==> src/rtl/ask_pkg.sv <==
// Shared types and default parameters for the ASK demodulator.
package ask_pkg;

  // Demodulator lock state.
  typedef enum logic {
    HUNT  = 1'b0,
    TRACK = 1'b1
  } state_e;

  // Default configuration: 8 MHz sample clock, 10 kbps symbols.
  localparam int SPB_DEF       = 800;  // samples per bit, even and >= 8
  localparam int ENV_LOG2_DEF  = 4;    // moving-average window = 16 samples
  localparam int TH_HI_DEF     = 20;   // envelope at/above this -> level 1
  localparam int TH_LO_DEF     = 12;   // envelope at/below this -> level 0
  localparam int LOSS_BITS_DEF = 8;    // consecutive 0 bits that drop lock

  // Rectified sample width; input samples are MAG_W+1 bits signed.
  localparam int MAG_W = 6;

  // |x| clipped to MAG_W bits: the single most-negative code has no
  // positive counterpart and saturates to full scale.
  function automatic logic [MAG_W-1:0] abs_sat(input logic signed [MAG_W:0] x);
    logic signed [MAG_W:0] neg;
    neg = -x;
    if (!x[MAG_W]) return x[MAG_W-1:0];
    if (x == {1'b1, {MAG_W{1'b0}}}) return '1;
    return neg[MAG_W-1:0];
  endfunction

endpackage

==> src/rtl/ask_env_det.sv <==
// Envelope detector: registered rectifier followed by a moving-sum
// filter over the last 2^ENV_LOG2 magnitudes.
module ask_env_det
  import ask_pkg::*;
#(
  parameter int ENV_LOG2 = ENV_LOG2_DEF
) (
  input  logic                    clk,
  input  logic                    rst,
  input  logic signed [MAG_W:0]   din_i,
  output logic [MAG_W-1:0]        envelope_o
);

  localparam int DEPTH = 1 << ENV_LOG2;
  localparam int ACC_W = MAG_W + ENV_LOG2;

  logic [MAG_W-1:0] mag_q;
  logic [MAG_W-1:0] dly_q [DEPTH];
  logic [ACC_W-1:0] acc_q;
  logic [ACC_W-1:0] acc_d;

  // The sum always contains the sample being dropped, so it cannot
  // underflow, and DEPTH full-scale samples fit exactly in ACC_W bits.
  assign acc_d = acc_q + ACC_W'(mag_q) - ACC_W'(dly_q[DEPTH-1]);

  // Rectify, shift the delay line and update the running sum.
  always_ff @(posedge clk or posedge rst) begin
    if (rst) begin
      mag_q <= '0;
      acc_q <= '0;
      // NOTE: the delay line is reset together with acc_q; leaving it
      // unreset would subtract stale garbage from a freshly cleared sum.
      for (int i = 0; i < DEPTH; i++) dly_q[i] <= '0;
    end else begin
      // NOTE: non-blocking assignments let every stage read the previous
      // cycle's value, which is what makes this a true shift register.
      mag_q    <= abs_sat(din_i);
      dly_q[0] <= mag_q;
      for (int i = 1; i < DEPTH; i++) dly_q[i] <= dly_q[i-1];
      acc_q    <= acc_d;
    end
  end

  assign envelope_o = acc_q[ACC_W-1:ENV_LOG2];

endmodule

==> src/rtl/ask_demod.sv <==
// Non-coherent ASK demodulator: envelope detection, hysteresis slicer,
// edge-driven bit timing recovery and carrier-lock tracking.
module ask_demod
  import ask_pkg::*;
#(
  parameter int SPB       = SPB_DEF,
  parameter int ENV_LOG2  = ENV_LOG2_DEF,
  parameter int TH_HI     = TH_HI_DEF,
  parameter int TH_LO     = TH_LO_DEF,
  parameter int LOSS_BITS = LOSS_BITS_DEF
) (
  input  logic                  clk,
  input  logic                  rst,
  input  logic signed [MAG_W:0] din,
  output logic                  bit_out,
  output logic                  bit_valid,
  output logic                  carrier_lock,
  output logic [MAG_W-1:0]      envelope
);

  localparam int CNT_W = $clog2(SPB);
  localparam int ZR_W  = $clog2(LOSS_BITS + 1);

  localparam logic [CNT_W-1:0] CNT_MID  = CNT_W'(SPB / 2 - 1);
  localparam logic [CNT_W-1:0] CNT_LAST = CNT_W'(SPB - 1);
  localparam logic [ZR_W-1:0]  ZR_LOSS  = ZR_W'(LOSS_BITS);
  localparam logic [MAG_W-1:0] TH_HI_V  = MAG_W'(TH_HI);
  localparam logic [MAG_W-1:0] TH_LO_V  = MAG_W'(TH_LO);

  logic [MAG_W-1:0] env_w;
  logic             level_q, level_d, level_dly_q;
  logic             edge_w, rise_w;
  state_e           state_q, state_d;
  logic [CNT_W-1:0] cnt_q, cnt_d;
  logic [ZR_W-1:0]  zrun_q, zrun_d;
  logic             bit_q, bit_d;
  logic             valid_q, valid_d;
  logic             lock_q;

  ask_env_det #(
    .ENV_LOG2 (ENV_LOG2)
  ) u_env_det (
    .clk        (clk),
    .rst        (rst),
    .din_i      (din),
    .envelope_o (env_w)
  );

  // Hysteresis slicer: only a clear excursion past a threshold moves level.
  always_comb begin
    // NOTE: defaulting level_d to its held value first keeps this block
    // purely combinational; a missing else path would infer a latch.
    level_d = level_q;
    if (env_w >= TH_HI_V)      level_d = 1'b1;
    else if (env_w <= TH_LO_V) level_d = 1'b0;
  end

  assign edge_w = level_q ^ level_dly_q;
  assign rise_w = level_q & ~level_dly_q;

  // Lock/timing FSM: resync the bit counter on level edges, sample at mid-bit.
  always_comb begin
    state_d = state_q;
    cnt_d   = cnt_q;
    zrun_d  = zrun_q;
    bit_d   = bit_q;
    valid_d = 1'b0;
    unique case (state_q)
      HUNT: begin
        if (rise_w) begin
          state_d = TRACK;
          cnt_d   = '0;
          zrun_d  = '0;
        end
      end
      TRACK: begin
        if (edge_w) begin
          // Phase resync takes priority over a coincident mid-bit sample.
          cnt_d = '0;
        end else begin
          cnt_d = (cnt_q == CNT_LAST) ? '0 : cnt_q + CNT_W'(1);
          if (cnt_q == CNT_MID) begin
            valid_d = 1'b1;
            bit_d   = level_q;
            if (level_q) begin
              zrun_d = '0;
            end else begin
              zrun_d = zrun_q + ZR_W'(1);
              if (zrun_d == ZR_LOSS) state_d = HUNT;
            end
          end
        end
      end
      default: state_d = HUNT;
    endcase
  end

  // Slicer, edge-detect and FSM registers; lock flag trails the state by one
  // cycle so it drops the cycle after the final strobe.
  always_ff @(posedge clk or posedge rst) begin
    if (rst) begin
      level_q     <= 1'b0;
      level_dly_q <= 1'b0;
      state_q     <= HUNT;
      cnt_q       <= '0;
      zrun_q      <= '0;
      bit_q       <= 1'b0;
      valid_q     <= 1'b0;
      lock_q      <= 1'b0;
    end else begin
      level_q     <= level_d;
      level_dly_q <= level_q;
      state_q     <= state_d;
      cnt_q       <= cnt_d;
      zrun_q      <= zrun_d;
      bit_q       <= bit_d;
      valid_q     <= valid_d;
      lock_q      <= (state_q == TRACK);
    end
  end

  assign bit_out      = bit_q;
  assign bit_valid    = valid_q;
  assign carrier_lock = lock_q;
  assign envelope     = env_w;

endmodule
==> config.mk <==
export PLATFORM = sky130hd
export DESIGN_NAME = ask_demod
export DESIGN_NICKNAME = d
export VERILOG_FILES = /design/src/rtl/ask_pkg.sv /design/src/rtl/ask_env_det.sv /design/src/rtl/ask_demod.sv
export SDC_FILE = /design/constraint.sdc
export NUM_CORES = 1
export LEC_CHECK = 0
export CAP_MARGIN = 5
export CORE_UTILIZATION = 64
export CTS_BUF_LIST = sky130_fd_sc_hd__clkbuf_4 sky130_fd_sc_hd__clkbuf_8 sky130_fd_sc_hd__clkbuf_16
export CTS_CLUSTER_SIZE = 28
export DETAILED_ROUTE_END_ITERATION = 10
export PLACE_DENSITY = 0.87
export SLEW_MARGIN = 20
export SYNTH_ARGS = -nofsm -noshare
export SYNTH_HDL_FRONTEND = slang
export SYNTH_SLANG_ARGS = --single-unit
==> constraint.sdc <==
create_clock -name clk -period 8.2 [get_ports clk]
set_clock_uncertainty 0.2 [all_clocks]
set_input_delay 0.82 -clock clk [delete_from_list [all_inputs] [get_ports clk]]
set_output_delay 0.82 -clock clk [all_outputs]
set_load 0.005 [all_outputs]
==> metrics.md <==
| Metric | Value |
|---|---|
| Run status | `completed` |
| Commonest non-fill, non-tap cells in the layout | `dfrtp_1, inv_1, nand2_1` |
| Final Wtd Congestion | `0.7574` |
| First-pass GRT wire length | `15000 um` |
| Prevailing post-synth register cell | `dfrtp_1` |
| All-Layer GR Usage | `28.16%` |
| Top cells by area, synth | `dfrtp_1, ha_1, inv_1` |
| Peak supply drop | `0.0002167 V` |
| Max incr delay on CP | `0.64 ns` |
| FILL cells | `356` |
| Post-CTS sizing | `0` |
| Yosys warns | `0` |
| Number of global-route vias before repair | `2825` |
| CTS Sinks | `132` |
| Clock network fraction of design power | `34.8%` |
| Hold WC Path Type | `reg -> reg` |
| CTS tree | `built` |
| Number of synthesized flops with an enable pin | `0` |
| Placed Cells | `443` |
| Count of cell types in the netlist | `40` |
| RSZ-0062 raised after global routing | `false` |
| CP Capture Type | `register` |
| CTS hold repair buffers | `0` |
| Critical Path AT | `3.34 ns` |
| Syn_area_per_cell | `13.89 um^2` |
| Slowest cell on crit path | `a2111oi_2` |
| Die height | `87.65 um` |
| RR Startpoint | `u_env_det.acc_q[3]$_DFF_PP0_` |
| Cell mode on critical path | `inv_1` |
| Worst R2R Path Depth | `9` |
| Fin. max-slew vios | `0` |
| Max-cap violations | `0` |
| FF-to-FF End | `u_env_det.acc_q[7]$_DFF_PP0_` |
| Static Leak | `0.002578 uW` |
| Max Fclk | `320.5 MHz` |
| Final hold vios | `0` |
| DRT antenna net count | `0` |
| Max-slew headroom | `37.31%` |
| IO Count | `18` |
| Switching part of the total | `31.71%` |
| Total iterations of the first detailed-routing run | `5` |
| WP data required | `8.42 ns` |
| WHS | `0.1476 ns` |
| WHS Endpoint | `u_env_det.dly_q[36]$_DFF_PP0_` |
| CORE AREA | `0.006944 mm^2` |
| Mapped Nets | `373` |
| Largest net degree at the start of global routing | `82` |
| Ordered list of cells on the worst path | `inv_1 > fa_1 > inv_1 > ha_1 > and3_1 > a2111oi_2 > o21bai_1 > a21oi_1 > xor2_1` |
| Sequential share of the synthesized area | `70.36%` |
| CTS clk-pin slew, worst paths | `0.06 ns` |
| WS Path Type | `reg -> reg` |
| Clk root buf | `clkbuf_8` |
| Delay-heaviest family, CP | `compound AO/OA/AOI/OAI gates` |
| Hold_sp | `u_env_det.dly_q[42]$_DFF_PP0_` |
| Fin crit share | `38.06%` |
| Mapped Cells | `338` |
| Sequential Power Share | `39.3%` |
| Hpwl dp | `4740 um` |
| Routed vias/inst | `5.692` |
| Wire length per cell | `19.83 um` |
| DRT Wirelength | `9400 um` |
| Clock Path Buffers | `2` |
| # nets final | `401` |
| # rows | `30` |
| Final Non-Filler Cells | `474` |
| CP Launch Type | `register` |
| Die ar. | `0.007682 mm^2` |
| Worst Max-Slew Pin Slew | `0.9403 ns` |
| Cell taking the most area after synthesis | `dfrtp_1` |
| I/O Buffers | `17` |
| Initial core utilization | `67.60%` |
| Initial DRC count | `313` |
| FF-to-FF setup slack | `5.08 ns` |
| DRC viols | `0` |
| Commonest non-fill, non-tap cell in the layout | `dfrtp_1` |
| Total power | `2031 uW` |
| Switching power | `644.0 uW` |
| Final Setup Violations | `0` |
| Int Power | `1387 uW` |
| Clk Latency, worst-skew pair | `0.52 ns` |
| CTS buffer count | `17` |
| CTS H-tree lvls | `4` |
| Post-layout min period | `3.121 ns` |
| N_diodes | `0` |
| Postcts setup bufs | `0` |
| Area share of the largest cell type after synthesis | `70.36%` |
| Routed via count | `2698` |
| Async SR Flop Fraction | `100.0%` |
| Syn Std Cell Area | `0.004695 mm^2` |
| Initial antenna violation count | `0` |
| Share of cells above drive strength 1 | `10.58%` |
| CP bufs+invs | `2` |
| Global route overflow | `0` |
| Gate power share | `25.9%` |
| Setup TNS | `0 ns` |
| Area Growth Syn to Fin | `17.14%` |
| Die width | `87.65 um` |
| Crit-path max FO | `4` |
| Worst hold path stage count | `0` |
| Seq cells post-synth | `132` |
| Pwr Density | `369.4 mW/mm^2` |
-- power by group through the flow --
stage / registers, uW / clock network, uW / logic (uW)
2_1_floorplan: 785 / 0 / 370
3_3_place_gp: 795 / 0 / 432
3_5_place_dp: 803 / 0 / 469
4_1_cts: 797 / 715 / 523
5_1_grt: 804 / 748 / 576
6_report: 797 / 708 / 526
-- layer usage --
layer | routed length, um | GRT usage [%]
met1 | 3924 | 36.17
met2 | 4743 | 45.67
met3 | 505 | 7.823
met4 | 226 | 12.37
met5 | 0 | 0
-- cell usage after synthesis (2+ instances only) --
master / number
nor2b_1: 5
mux2i_1: 2
o21ai_0: 18
a31oi_1: 3
o31ai_1: 6
xor2_1: 5
and2_1: 4
nand4_1: 2
xnor2_1: 8
a21oi_1: 9
and3_1: 4
inv_1: 39
clkbuf_1: 2
nor2_1: 10
nor3_1: 4
ha_1: 20
fa_1: 6
o21bai_1: 3
buf_4: 7
nand2_1: 24
nand3_1: 7
dfrtp_1: 132
-- sequential cells by signal (all words and copies together) (netlist names) --
register,cells
bit_valid,1
zrun_q,4
u_env_det.dly_q,96
cnt_q,10
u_env_det.acc_q,10
state_q,1
u_env_det.mag_q,6
carrier_lock,1
bit_out,1
level_q,1
level_dly_q,1
-- how the worst max path moves through the flow --
stage / from / end / depth (start not counted)
2_1_floorplan: rst / bit_out$_DFFE_PP0P_ / 1
3_3_place_gp: rst / u_env_det.dly_q[0]$_DFF_PP0_ / 3
3_5_place_dp: rst / u_env_det.dly_q[0]$_DFF_PP0_ / 3
4_1_cts: u_env_det.acc_q[3]$_DFF_PP0_ / u_env_det.acc_q[7]$_DFF_PP0_ / 9
5_1_grt: u_env_det.acc_q[4]$_DFF_PP0_ / u_env_det.acc_q[7]$_DFF_PP0_ / 9
6_report: u_env_det.acc_q[3]$_DFF_PP0_ / u_env_det.acc_q[7]$_DFF_PP0_ / 9
-- cells by family (layout without fill, tap and decap cells) --
logic type | count (synthesis) | after routing | share of synthesized area, %
flip-flops | 132 | 132 | 70.36
AND/OR/NAND/NOR | 67 | 67 | 7.463
AO/OA/AOI/OAI | 49 | 49 | 6.797
buffers and inverters | 48 | 88 | 4.398
adder cells (fa/ha/maj) | 26 | 26 | 7.889
XOR/XNOR | 13 | 13 | 2.425
multiplexers | 3 | 3 | 0.6663
-- worst register-to-register path, stage by stage (launching register included) --
cell       delay [ns]
dfrtp_1          0.35
inv_1            0.08
fa_1             0.57
inv_1            0.07
ha_1             0.37
and3_1           0.23
a2111oi_2        0.64
o21bai_1         0.12
a21oi_1          0.23
xor2_1           0.18
-- stage by stage --
step,setup WS (ns),instance area (um^2),utilization [%]
floorplan,3.654,4695,-
global placement,5.341,4935,71.06
detailed placement,5.273,4935,71.06
CTS,5.077,5488,79.03
global route,4.945,5499,79.19
finish,5.079,5499,79.19
-- final cells by class --
cell class | instances | area, um^2 | share of cell area (%)
clock buffers | 17 | 414.1 | 7.531
clock inverters | 14 | 138.9 | 2.526
inverters | 39 | 148.9 | 2.708
multi-input cells | 158 | 1196 | 21.75
flip-flops and latches | 132 | 3303 | 60.07
well taps | 96 | 120.1 | 2.184
repair buffers | 18 | 177.7 | 3.231
No activity file was read; power rests on OpenSTA's default activity.
